===== config.mk =====
export PLATFORM = sky130hd
export DESIGN_NAME = if_fetch
export DESIGN_NICKNAME = d
export VERILOG_FILES = /design/src/rtl/if_fetch_pkg.sv /design/src/rtl/fetch_queue.sv /design/src/rtl/if_fetch.sv
export SDC_FILE = /design/constraint.sdc
export NUM_CORES = 1
export LEC_CHECK = 0
export ABC_AREA = 1
export BUFFER_PORTS_ARGS = -buffer_cell sky130_fd_sc_hd__buf_2
export CAP_MARGIN = 20
export CORE_MARGIN = 2
export CORE_UTILIZATION = 45
export CTS_CLUSTER_DIAMETER = 80
export DETAILED_ROUTE_END_ITERATION = 10
export GPL_TIMING_DRIVEN = 0
export PLACE_DENSITY_LB_ADDON = 0.2
export SYNTH_ARGS = -nofsm -noshare
export SYNTH_HDL_FRONTEND = slang
export SYNTH_SLANG_ARGS = --single-unit

===== constraint.sdc =====
create_clock -name clk -period 6.2 [get_ports clk]
set_input_delay 1.86 -clock clk [delete_from_list [all_inputs] [get_ports clk]]
set_output_delay 1.86 -clock clk [all_outputs]
set_load 0.01 [all_outputs]

===== src/rtl/if_fetch_pkg.sv =====
// Shared constants and types for the instruction-fetch stage.
// Holds the fetch state encodings, bus widths and the queue entry layout.
package if_fetch_pkg;

   localparam int unsigned InstAddrBus = 32;
   localparam int unsigned InstBus     = 32;

   localparam logic [InstBus-1:0] ZeroWord    = '0;
   localparam logic               ChipEnable  = 1'b1;
   localparam logic               ChipDisable = 1'b0;

   typedef enum logic [1:0] {
      IfIdle = 2'b00,
      IfRun  = 2'b01,
      IfHold = 2'b10
   } if_state_e;

   typedef struct packed {
      logic [InstAddrBus-1:0] pc;
      logic [InstBus-1:0]     inst;
   } fetch_entry_t;

endpackage


===== src/rtl/fetch_queue.sv =====
// Small FIFO of fetched {pc, inst} pairs between the ROM and decode.
// Flush empties the queue in one cycle and outranks push/pop.
module fetch_queue
   import if_fetch_pkg::*;
#(
   parameter int unsigned DEPTH = 2
) (
   input  logic                           clk,
   input  logic                           rst,
   input  logic                           push,
   input  logic                           pop,
   input  logic                           flush,
   input  fetch_entry_t                   wr_data,
   output fetch_entry_t                   rd_data,
   output logic [$clog2(DEPTH+1)-1:0]     count
);

   localparam int unsigned PtrW = $clog2(DEPTH);
   localparam int unsigned CntW = $clog2(DEPTH + 1);

   logic [PtrW-1:0] wr_ptr_q, rd_ptr_q;
   logic [CntW-1:0] count_q, count_d;
   fetch_entry_t    mem_q [DEPTH];

   always_comb begin
      count_d = count_q;
      unique case ({push, pop})
         2'b10:   count_d = count_q + CntW'(1);
         2'b01:   count_d = count_q - CntW'(1);
         default: count_d = count_q;
      endcase
   end

   always_ff @(posedge clk or negedge rst) begin
      if (!rst) begin
         wr_ptr_q <= '0;
         rd_ptr_q <= '0;
         count_q  <= '0;
      end else if (flush) begin
         wr_ptr_q <= '0;
         rd_ptr_q <= '0;
         count_q  <= '0;
      end else begin
         if (push) wr_ptr_q <= wr_ptr_q + PtrW'(1);
         if (pop)  rd_ptr_q <= rd_ptr_q + PtrW'(1);
         count_q <= count_d;
      end
   end

   // Payload storage needs no reset; emptiness is tracked by count_q alone.
   always_ff @(posedge clk) begin
      if (push && !flush) mem_q[wr_ptr_q] <= wr_data;
   end

   assign rd_data = mem_q[rd_ptr_q];
   assign count   = count_q;

endmodule


===== src/rtl/if_fetch.sv =====
// Instruction-fetch stage: fetch PC, IDLE/RUN/HOLD control and ROM interface.
// Fetched words are buffered in fetch_queue; decode sees only the registered head.
module if_fetch
   import if_fetch_pkg::*;
#(
   parameter logic [InstAddrBus-1:0] RESET_PC = 32'h0000_0000,
   parameter int unsigned            QDEPTH   = 2
) (
   input  logic                   clk,
   input  logic                   rst,
   input  logic                   stall,
   input  logic                   branch_flag,
   input  logic [InstAddrBus-1:0] branch_target_address,
   input  logic [InstBus-1:0]     rom_inst,
   output logic                   rom_ce,
   output logic [InstAddrBus-1:0] rom_addr,
   output logic                   if_valid,
   output logic [InstAddrBus-1:0] if_pc,
   output logic [InstBus-1:0]     if_inst
);

   localparam int unsigned            CntW      = $clog2(QDEPTH + 1);
   localparam logic [InstAddrBus-1:0] AlignMask = ~32'h0000_0003;

   if_state_e              state_q, state_d;
   logic [InstAddrBus-1:0] pc_q, pc_d;
   logic [CntW-1:0]        count, count_after_pop, count_next;
   logic                   push, pop;
   fetch_entry_t           head, tail;

   assign if_valid        = (count != '0);
   assign pop             = if_valid && !stall;
   assign count_after_pop = count - CntW'(pop);
   assign push            = (rom_ce == ChipEnable) && !branch_flag
                            && (count_after_pop < CntW'(QDEPTH));
   assign count_next      = count_after_pop + CntW'(push);

   assign rom_ce   = (state_q == IfRun) ? ChipEnable : ChipDisable;
   assign rom_addr = pc_q & AlignMask;

   always_comb begin
      pc_d = pc_q;
      if (branch_flag) begin
         pc_d = branch_target_address & AlignMask;
      end else if (push) begin
         pc_d = pc_q + 32'd4;
      end
   end

   always_comb begin
      state_d = state_q;
      unique case (state_q)
         IfIdle: state_d = IfRun;
         IfRun: begin
            if (!branch_flag && (count_next == CntW'(QDEPTH))) state_d = IfHold;
         end
         // Fetch stays off in the popping cycle and resumes on the next one.
         IfHold: begin
            if (branch_flag || pop) state_d = IfRun;
         end
         default: state_d = IfIdle;
      endcase
   end

   always_ff @(posedge clk or negedge rst) begin
      if (!rst) begin
         state_q <= IfIdle;
         pc_q    <= RESET_PC & AlignMask;
      end else begin
         state_q <= state_d;
         pc_q    <= pc_d;
      end
   end

   assign tail.pc   = rom_addr;
   assign tail.inst = rom_inst;

   fetch_queue #(
      .DEPTH (QDEPTH)
   ) u_queue (
      .clk     (clk),
      .rst     (rst),
      .push    (push),
      .pop     (pop && !branch_flag),
      .flush   (branch_flag),
      .wr_data (tail),
      .rd_data (head),
      .count   (count)
   );

   assign if_pc   = if_valid ? head.pc   : ZeroWord;
   assign if_inst = if_valid ? head.inst : ZeroWord;

endmodule


# Word-level counts from Yosys, hierarchy flattened
# Memories as Yosys holds them, arrays and structs flattened.
# Index checks and enable logic that the tools add are counted.
# word_totals
register_bits	38
latch_bits	0
mem_bits_rw	124
rom_bits	0
in_bits	68
output_inout_bits	98
word_cells	52
memories	1
# op_classes
add_sub_neg	7
mul	0
div_mod_pow	0
n_lt_le_gt_ge	1
n_eq_ne	7
n_shift	0
n_mux	16
bitwise_logic	0
n_reduce_logical	15
# mem_list
memory	words	width	read_ports	rd_ports_with_merged_regs	wr	line_no	source
u_queue.mem_q	2	62	1	0	1	fetch_queue.sv:23	fetch_entry_t mem_q [DEPTH];
# ops
operator	n
2-to-1 mux 32 bit	4
adder 32 x 3 -> 32 bit, second input constant	1
2-to-1 mux 1 bit	7
equality test 2 bit, second input constant	3
logical AND 1 bit	6
2-to-1 mux 2 bit	3
one-hot mux 2 bit (3 select lines)	1
nonzero test 2 bit	3
equality test 2 x 1 -> 1 bit, second input constant	2
one-hot mux 2 bit (2 select lines)	1
nonzero test 3 bit	1
adder 1 bit, second input constant	2
adder 2 x 1 -> 2 bit	1
adder 2 x 1 -> 2 bit, second input constant	1
logical NOT 1 bit	2
logical NOT 2 bit	1
less-than comparator 2 bit, second input constant	1
!= test 2 x 1 -> 1 bit, second input constant	1
!= test 2 bit, second input constant	1
AND reduction 2 bit	1
subtractor 2 x 1 -> 2 bit	1
subtractor 2 x 1 -> 2 bit, second input constant	1
logical OR 1 bit	1

# Longest topological paths before layout
# Gate-level depths: netlist of the first run.
# logic_depth
ltp_word	10
depth_mapped	15
mapped_depth_nobuf	15

# Modules after synthesis
# A second synthesis of the first run with hierarchy kept.
# unflattened
hier_cells	741
hier_area_um2	7992.7
# modules_own_cells
module	instances	cells_per_inst	area_each_um2	seq_area_each_um2
fetch_queue	1	233	4999.8	3943.8
if_fetch	1	508	2992.9	800.8

# Worst setup path after synthesis of the first run
# Ideal clock, no wire load.
# synth_timing
path_type	input to register
start	input stall
end	memory u_queue.mem_q[0][0] in the netlist's numbering (enable)
setup_time_ns	0.483
arrival_ns	5.210
required_time_ns	5.717
slack_ns	0.507
cell_stages	9
n_path_buf	0
path_cell_list	inv_1 -> nand2_1 -> inv_1 -> ha_1 -> nand2_1 -> nand2_1 -> nor2_4 -> nand2_2 -> nor2_1
# synth_via
elab_chain_len	8
# synth_lines
item	line_no	source
from (decl)	if_fetch.sv:11	input logic stall,
logical NOT 1 bit	if_fetch.sv:32	assign pop = if_valid && !stall;
logical AND 1 bit	if_fetch.sv:32	
subtractor 2 x 1 -> 2 bit	if_fetch.sv:33	assign count_after_pop = count - CntW'(pop);
less-than comparator 2 bit	if_fetch.sv:35	&& (count_after_pop < CntW'(QDEPTH));
logical AND 1 bit	if_fetch.sv:35	
logical AND 1 bit	fetch_queue.sv:52	if (push && !flush) mem_q[wr_ptr_q] <= wr_data;
2-to-1 mux 1 bit	fetch_queue.sv:52	
2-to-1 mux 1 bit (not written as such)	fetch_queue.sv:52	
to (decl)	fetch_queue.sv:23	
# No other way between the ends.

# Worst setup path after layout of the first run
# layout_timing
start	register u_queue.rd_ptr_q
end	output if_pc[27]
# layout_via
elab_chain_len	2
# layout_lines
item	line_no	source
from (decl)	fetch_queue.sv:21	logic [PtrW-1:0] wr_ptr_q, rd_ptr_q;
from (signal assigned)	fetch_queue.sv:45	if (pop) rd_ptr_q <= rd_ptr_q + PtrW'(1);
memory read (2 x 62 bit)	n/a	
2-to-1 mux 32 bit	if_fetch.sv:91	assign if_pc = if_valid ? head.pc : ZeroWord;
to (decl)	if_fetch.sv:18	output logic [InstAddrBus-1:0] if_pc,
# No other way between the ends.

==> metrics.md, run 1 <==
| Metric | Value |
|---|---|
| Status | `complete, no violations` |
| Clk slew on worst S/H paths | `0.07 ns` |
| Worst-Margin Slew | `0.904 ns` |
| Worst skew pair latency | `0.43 ns` |
| Fill cells | `1,431` |
| Starting Density | `0.457` |
| Share of power burned in registers | `0.388` |
| Combinational power share | `0.348` |
| GP Congestion | `0.910` |
| First-pass GRT wire length | `27,600 microns` |
| Adder-cell area share of the yosys netlist | `0.00347` |
| TritonCTS clock tree | `built` |
| Max-slew headroom | `0.397` |
| Mean Syn Cell Area | `9.71 sq um` |
| Final setup vio count | `0` |
| Clock power frac | `0.264` |
| Crit Path Max Fanout | `10` |
| Top_reg_cell synth | `edfxtp_1` |
| H-tree depth | `4` |
| Skew final | `0.0167 ns` |
| Max incr delay on CP | `0.43 ns` |
| Synthesized area | `7210 sq um` |
| Synthesis warning total | `0` |
| Storage cell area | `4620 sq um` |
| EDFF count, synth | `124` |
| P&R area growth vs syn | `25.6%` |
| Dpl cells | `1,124` |
| Final Non-Filler Cells | `1,157` |
| Synth area leader | `edfxtp_1` |
| Synth Area in Simple Gates | `0.236` |
| DRT Pass-1 Iters | `5` |
| Startpoint types | `flop` |
| Starting DRT DRC Count | `416` |
| Static leakage | `0.00388 uW` |
| P per Cell Area | `491 nW/um^2` |
| Post-CTS sizing | `0` |
| Largest net degree at the start of global routing | `37` |
| Internal power | `2790 uW` |
| Port Buf Inserts | `159` |
| Fraction of layout cells with a size suffix above 1 | `0.248` |
| Final HPWL DP | `12,700 microns` |
| Antenna violations before repair | `0` |
| M3 GR Usage | `0.0513` |
| Clock Sinks | `160` |
| Max-cap violations | `0` |
| Synth unique cells | `32` |
| Post-synthesis compound-gate area fraction | `0.0644` |
| M2 GR Usage | `0.350` |
| Post-synthesis cell count | `742` |
| Post-CTS Setup Bufs | `0` |
| Endpoint class of the critical path | `output pin` |
| Total power | `4450 uW` |
| Layer with the highest usage | `met2` |
| Synth top area share | `0.517` |
| Routed wire length | `17,900 microns` |
| Hold Vio Cnt, Final | `0` |
| Min Tclk post-route | `3.91 ns` |
| Post-synthesis sequential area ratio | `0.642` |
| Met1 Track Usage GR | `0.288` |
| Critical Path RT | `4.34 ns` |
| RSZ-0062 raised after global routing | `no` |
| Max Slew Vio Count | `0` |
| Final Cycle Share | `0.631` |
| Count leader, synth | `nand2_1` |
| Crit path from | `u_queue.rd_ptr_q` |
| Flops & latches, synth | `160` |
| Switch Pwr | `1650 uW` |
| Antenna-violating nets left | `0` |
| CP arrival | `2.05 ns` |
| Synth area leaders | `edfxtp_1 (52%), nand2_1 (15%), dfrtp_1 (12%)` |
| Hold Startpoint | `state_q[0]` |
| Congestion Overflow GR | `0` |
| Clock Root Buffer | `clkbuf_16` |
| Die height | `131 microns` |
| Slowest cell on the critical path | `clkbuf_1` |
| Max VDD drop | `0.391 mV` |
| Die area | `17,000 sq um` |
| Gr usage total | `0.214` |
| Largest family of logic cells by synthesized area | `simple AND/OR/NAND/NOR gates` |
| CP Class | `reg -> out` |
| Mux share of post-synthesis cell area | `0` |
| Most common cell on crit path | `buf_2` |
| I/O pins | `166` |
| HP Class | `reg -> reg` |
| Setup Slack @ Placement | `2.05 ns` |
| R2R setup slack | `3.43 ns` |
| Core area | `15,800 sq um` |
| Async S/R FF share, synth | `0.225` |
| R2R Path Start | `u_queue.count[0]` |
| Final net count | `997` |
| DR WL/cell | `15.5 microns` |
| F_max | `0.256 GHz` |
| Worst Slack Setup Final | `2.29 ns` |
| Cell breakdown of the critical path | `buf_2, inv_2, clkbuf_1, nand2_1, a21oi_1, buf_2` |
| Vias | `5,726` |
| Area occupied by multi-input gates | `2280 sq um` |
| Hold-fix buffers, CTS | `0` |
| DRC viols | `0` |
| # rows | `46` |
| Post-Synth XOR/XNOR Area | `0.00851` |
| Switching fraction of total power | `0.372` |
| Post-synth top cells | `nand2_1 (285), edfxtp_1 (124), a21oi_1 (68)` |
| Vias in the first global route | `5,282` |
| Num CTS Buffers | `17` |
| Avg Vias per Cell | `4.95` |
| CTS Buffer Depth | `2` |
| Die W | `131 microns` |
==> critical path, delay by kind of cell, from the launching register on <==
family / cells / cell delay (ns)
AO/OA/AOI/OAI: 1 / 0.19
buffers and inverters: 4 / 0.98
flip-flops: 1 / 0.35
AND/OR/NAND/NOR: 1 / 0.10
==> final cells by class <==
type / instances / area share
antenna: 1 / 0.000276
buffer: 32 / 0.0185
clock buffer: 17 / 0.0470
clock inverter: 15 / 0.0263
inverter: 43 / 0.0178
multi-input combinational: 510 / 0.252
sequential: 160 / 0.511
tap: 216 / 0.0299
timing repair buffer: 163 / 0.0976
==> through the flow <==
step | hold slack [ns] | utilization | instance area (sq um) | TNS [ns]
5_1_grt | 0.519 | 0.574 | 9050 | 0
6_report | 0.509 | 0.574 | 9050 | 0
4_1_cts | 0.498 | 0.574 | 9050 | 0
3_5_place_dp | 0.490 | 0.532 | 8390 | 0
3_3_place_gp | 0.492 | 0.525 | 8290 | -156.44
2_1_floorplan | 0.463 | - | 7220 | 0
==> cell families (layout without fill, tap and decap cells) <==
group | after synthesis | count (layout)
other cells | 1 | 5
simple gates | 409 | 409
flops | 160 | 160
fa+ha+maj | 2 | 2
compound gates | 88 | 88
xor+xnor | 7 | 7
buf+inv | 75 | 270
==> registers in the layout, indices dropped and copies added (netlist names) <==
name / cells
u_queue.rd_ptr_q: 1
u_queue.count: 2
u_queue.mem_q: 124
u_queue.wr_ptr_q: 1
state_q: 2
pc_q: 30
==> metal layers <==
layer / routed length (microns) / up-vias
met2: 8560 / 188
met5: 0 / -
li1: - / 2830
met1: 8080 / 2692
met4: 198 / 0
met3: 1120 / 16
==> power groups by stage <==
stage          clock [uW]  sequential (uW)  combinational [uW]
2_1_floorplan           0             1740                 910
3_3_place_gp            0             1770                1500
3_5_place_dp            0             1750                1560
4_1_cts              1190             1730                1570
5_1_grt              1230             1760                1750
6_report             1170             1730                1550
==> final timing paths <==
| kind | cells past startpoint | endpoint |
|---|---|---|
| min reg2reg | 1 | state_q[1] |
| min in group asynchronous | 1 | pc_q[10] |
| max in group asynchronous | 1 | pc_q[14] |
| min | 1 | state_q[1] |
| max | 6 | if_pc[27] |
| max reg2reg | 12 | u_queue.mem_q[1][46] |
==> placed cells by master, fill, tap and decap left out, types with 7 or more instances in the layout <==
cell type / instances
clkbuf_1: 20
nand2_1: 285
clkbuf_16: 17
nor2_2: 7
inv_1: 37
a21oi_1: 68
edfxtp_1: 124
dfrtp_1: 36
nor2_1: 51
o21ai_0: 8
nor2_4: 9
buf_2: 161
nand3_1: 44
Power figures use the tool's default switching activity.
==> inputs of run 2 (changes only) <==
Clock period 6.2 ns to 3.3 ns, I/O delays scaled along.
==> run 2 against run 1 <==
Effect of this change: sequential share of layout area is 0.34 points higher; sequential power is 88% higher; count of clock-buffer cells in the layout is 6 higher; largest power group unchanged; highest routed layer unchanged.
==> metrics.md, run 2 (synthesis gave the netlist of run 1 again) <==
| Metric | Value |
|---|---|
| Status | `complete, no violations (unchanged)` |
| Starting DRT DRC Count | `395 (was 416)` |
| I/O pins | `166 (unchanged)` |
| Startpoint types | `flop (unchanged)` |
| CP Class | `reg -> out (unchanged)` |
| Worst-Margin Slew | `0.842 ns (was 0.904 ns)` |
| Max-slew headroom | `0.439 (was 0.397)` |
| HP Class | `reg -> reg (unchanged)` |
| P per Cell Area | `901 nW/um^2 (was 491 nW/um^2)` |
| Clock power frac | `0.238 (was 0.264)` |
| Placement Cell Area | `8400 sq um (was 8390 sq um)` |
| DRC viols | `0 (unchanged)` |
| Clock Sinks | `160 (unchanged)` |
| F_max | `0.327 GHz` |
| Setup Slack @ Placement | `-0.0415 ns (was 2.05 ns)` |
| Reg with most FFs | `u_queue.mem_q (unchanged)` |
| Vias in the first global route | `5,536 (was 5,282)` |
| Switching fraction of total power | `0.381 (was 0.372)` |
| Final setup vio count | `0 (unchanged)` |
| Congestion Overflow GR | `0 (unchanged)` |
| Combinational power share | `0.361 (was 0.348)` |
| Max VDD drop | `0.508 mV (was 0.391 mV)` |
| CP arrival | `2.07 ns (was 2.05 ns)` |
| H-tree depth | `4 (unchanged)` |
| Vias | `5,693 (was 5,726)` |
| Largest net degree at the start of global routing | `37 (unchanged)` |
| Min Tclk post-route | `3.06 ns` |
| Fin area | `8990 sq um (was 9050 sq um)` |
| Max Slew Vio Count | `0 (unchanged)` |
| Routed wire length | `17,900 microns (about the same)` |
| Worst skew pair latency | `0.42 ns (was 0.43 ns)` |
| Starting Density | `0.457 (unchanged)` |
| # rows | `46 (unchanged)` |
| Final net count | `997 (unchanged)` |
| Internal power | `5020 uW (was 2790 uW)` |
| Final HPWL DP | `12,600 microns (was 12,700 microns)` |
| CTS Buffer Depth | `2 (unchanged)` |
| Antenna violations before repair | `1 (was 0)` |
| DRT Pass-1 Iters | `5 (unchanged)` |
| Die area | `17,000 sq um (unchanged)` |
| Reg2Reg Depth | `12 (unchanged)` |
| Biggest regs | `u_queue.mem_q: 124 flops, pc_q: 30 flops (unchanged)` |
| Switch Pwr | `3090 uW (was 1650 uW)` |
| Post-CTS Setup Bufs | `0 (unchanged)` |
| Share of power burned in registers | `0.401 (was 0.388)` |
| Worst Hold Path Cells | `1 (unchanged)` |
| Clock Root Buffer | `clkbuf_16 (unchanged)` |
| Static leakage | `0.00384 uW (was 0.00388 uW)` |
| Avg Vias per Cell | `4.92 (was 4.95)` |
| Post-CTS sizing | `0 (unchanged)` |
| Fraction of layout cells with a size suffix above 1 | `0.247 (was 0.248)` |
| Core area | `15,800 sq um (unchanged)` |
| First-pass GRT wire length | `27,900 microns (was 27,600 microns)` |
| Num CTS Buffers | `17 (unchanged)` |
| Max reg flops | `124 (unchanged)` |
| Commonest non-fill, non-tap cell in the layout | `nand2_1 (unchanged)` |
| Port Buf Inserts | `159 (unchanged)` |
| Crit Path Max Fanout | `10 (unchanged)` |
| Endpoint class of the critical path | `output pin (unchanged)` |
| GP Congestion | `0.934 (was 0.910)` |
| Hold Vio Cnt, Final | `0 (unchanged)` |
| Total power | `8110 uW (was 4450 uW)` |
| Hold-fix buffers, CTS | `0 (unchanged)` |
| RSZ-0062 raised after global routing | `no (unchanged)` |
| Max-cap violations | `0 (unchanged)` |
| DR WL/cell | `15.5 microns (about the same)` |
| Critical Path RT | `2.31 ns (was 4.34 ns)` |
| Final Cycle Share | `0.928` |
| Commonest cells after routing, fill and taps aside | `nand2_1 (285), buf_2 (161), edfxtp_1 (124) (unchanged)` |
| Fill cells | `1,428 (was 1,431)` |
| Clk slew on worst S/H paths | `0.06 ns (was 0.07 ns)` |
| P&R area growth vs syn | `24.8% (was 25.6%)` |
| Skew final | `0.0101 ns (was 0.0167 ns)` |
| Worst Slack Setup Final | `0.237 ns (was 2.29 ns)` |
| Antenna-violating nets left | `0 (unchanged)` |
| Die height | `131 microns (unchanged)` |
| Gr usage total | `0.216 (was 0.214)` |
| TritonCTS clock tree | `built (unchanged)` |
| Die W | `131 microns (unchanged)` |
[run 2: power groups by stage]
stage	Sequential, uW	Clock (uW)	Combinational (uW)
CTS	3260	1960	2970
global placement	3310	0	2810
global route	3320	2050	3290
floorplan	3250	0	1710
detailed placement	3290	0	2950
finish	3250	1930	2930
[run 2: layout make-up]
| type | count | area, sq um | share of cell area |
|---|---|---|---|
| Multi-Input combinational cell | 510 | 2280 | 0.254 |
| Sequential cell | 160 | 4620 | 0.514 |
| Timing Repair Buffer | 163 | 898 | 0.0999 |
| Clock buffer | 23 | 478 | 0.0531 |
| Inverter | 43 | 161 | 0.0179 |
| Tap cell | 216 | 270 | 0.0301 |
| Buffer | 32 | 168 | 0.0186 |
| Clock inverter | 9 | 110 | 0.0122 |
| Antenna cell | 1 | 2.50 | 0.000278 |
[run 2: worst paths after layout]
kind,end,slack [ns],start
min in group asynchronous,pc_q[29],0.66,rst
worst max-delay path,if_pc[9],0.24,u_queue.rd_ptr_q
max in group asynchronous,pc_q[23],2.08,rst
worst min-delay path,state_q[1],0.50,state_q[0]
worst max register to register,u_queue.mem_q[1][31],0.52,u_queue.count[0]
worst min register to register,state_q[1],0.50,state_q[0]
[run 2: routing by layer]
metal | wire length (microns) | vias up | global-route usage
met2 | 8730 | 179 | 0.362
met3 | 1070 | 19 | 0.0432
met1 | 7840 | 2663 | 0.285
met5 | 0 | - | 0
li1 | - | 2832 | -
met4 | 274 | 0 | 0.0676
[run 2: critical path, stage by stage (launching register included)]
cell	delay [ns]
dfrtp_1	0.36
buf_2	0.20
inv_2	0.19
clkbuf_1	0.41
nand2_1	0.12
a21oi_1	0.20
buf_2	0.17
[run 2: per-stage QoR]
| step | setup TNS, ns | hold slack (ns) | cells | util |
|---|---|---|---|---|
| after floorplan | -59.02 | 0.463 | 745 | - |
| after global placement | -205.78 | 0.490 | 1120 | 0.526 |
| after detailed placement | -0.883 | 0.492 | 1124 | 0.533 |
| after CTS | 0 | 0.501 | 1156 | 0.570 |
| after global routing | 0 | 0.510 | 1157 | 0.570 |
| final | 0 | 0.495 | 1157 | 0.570 |
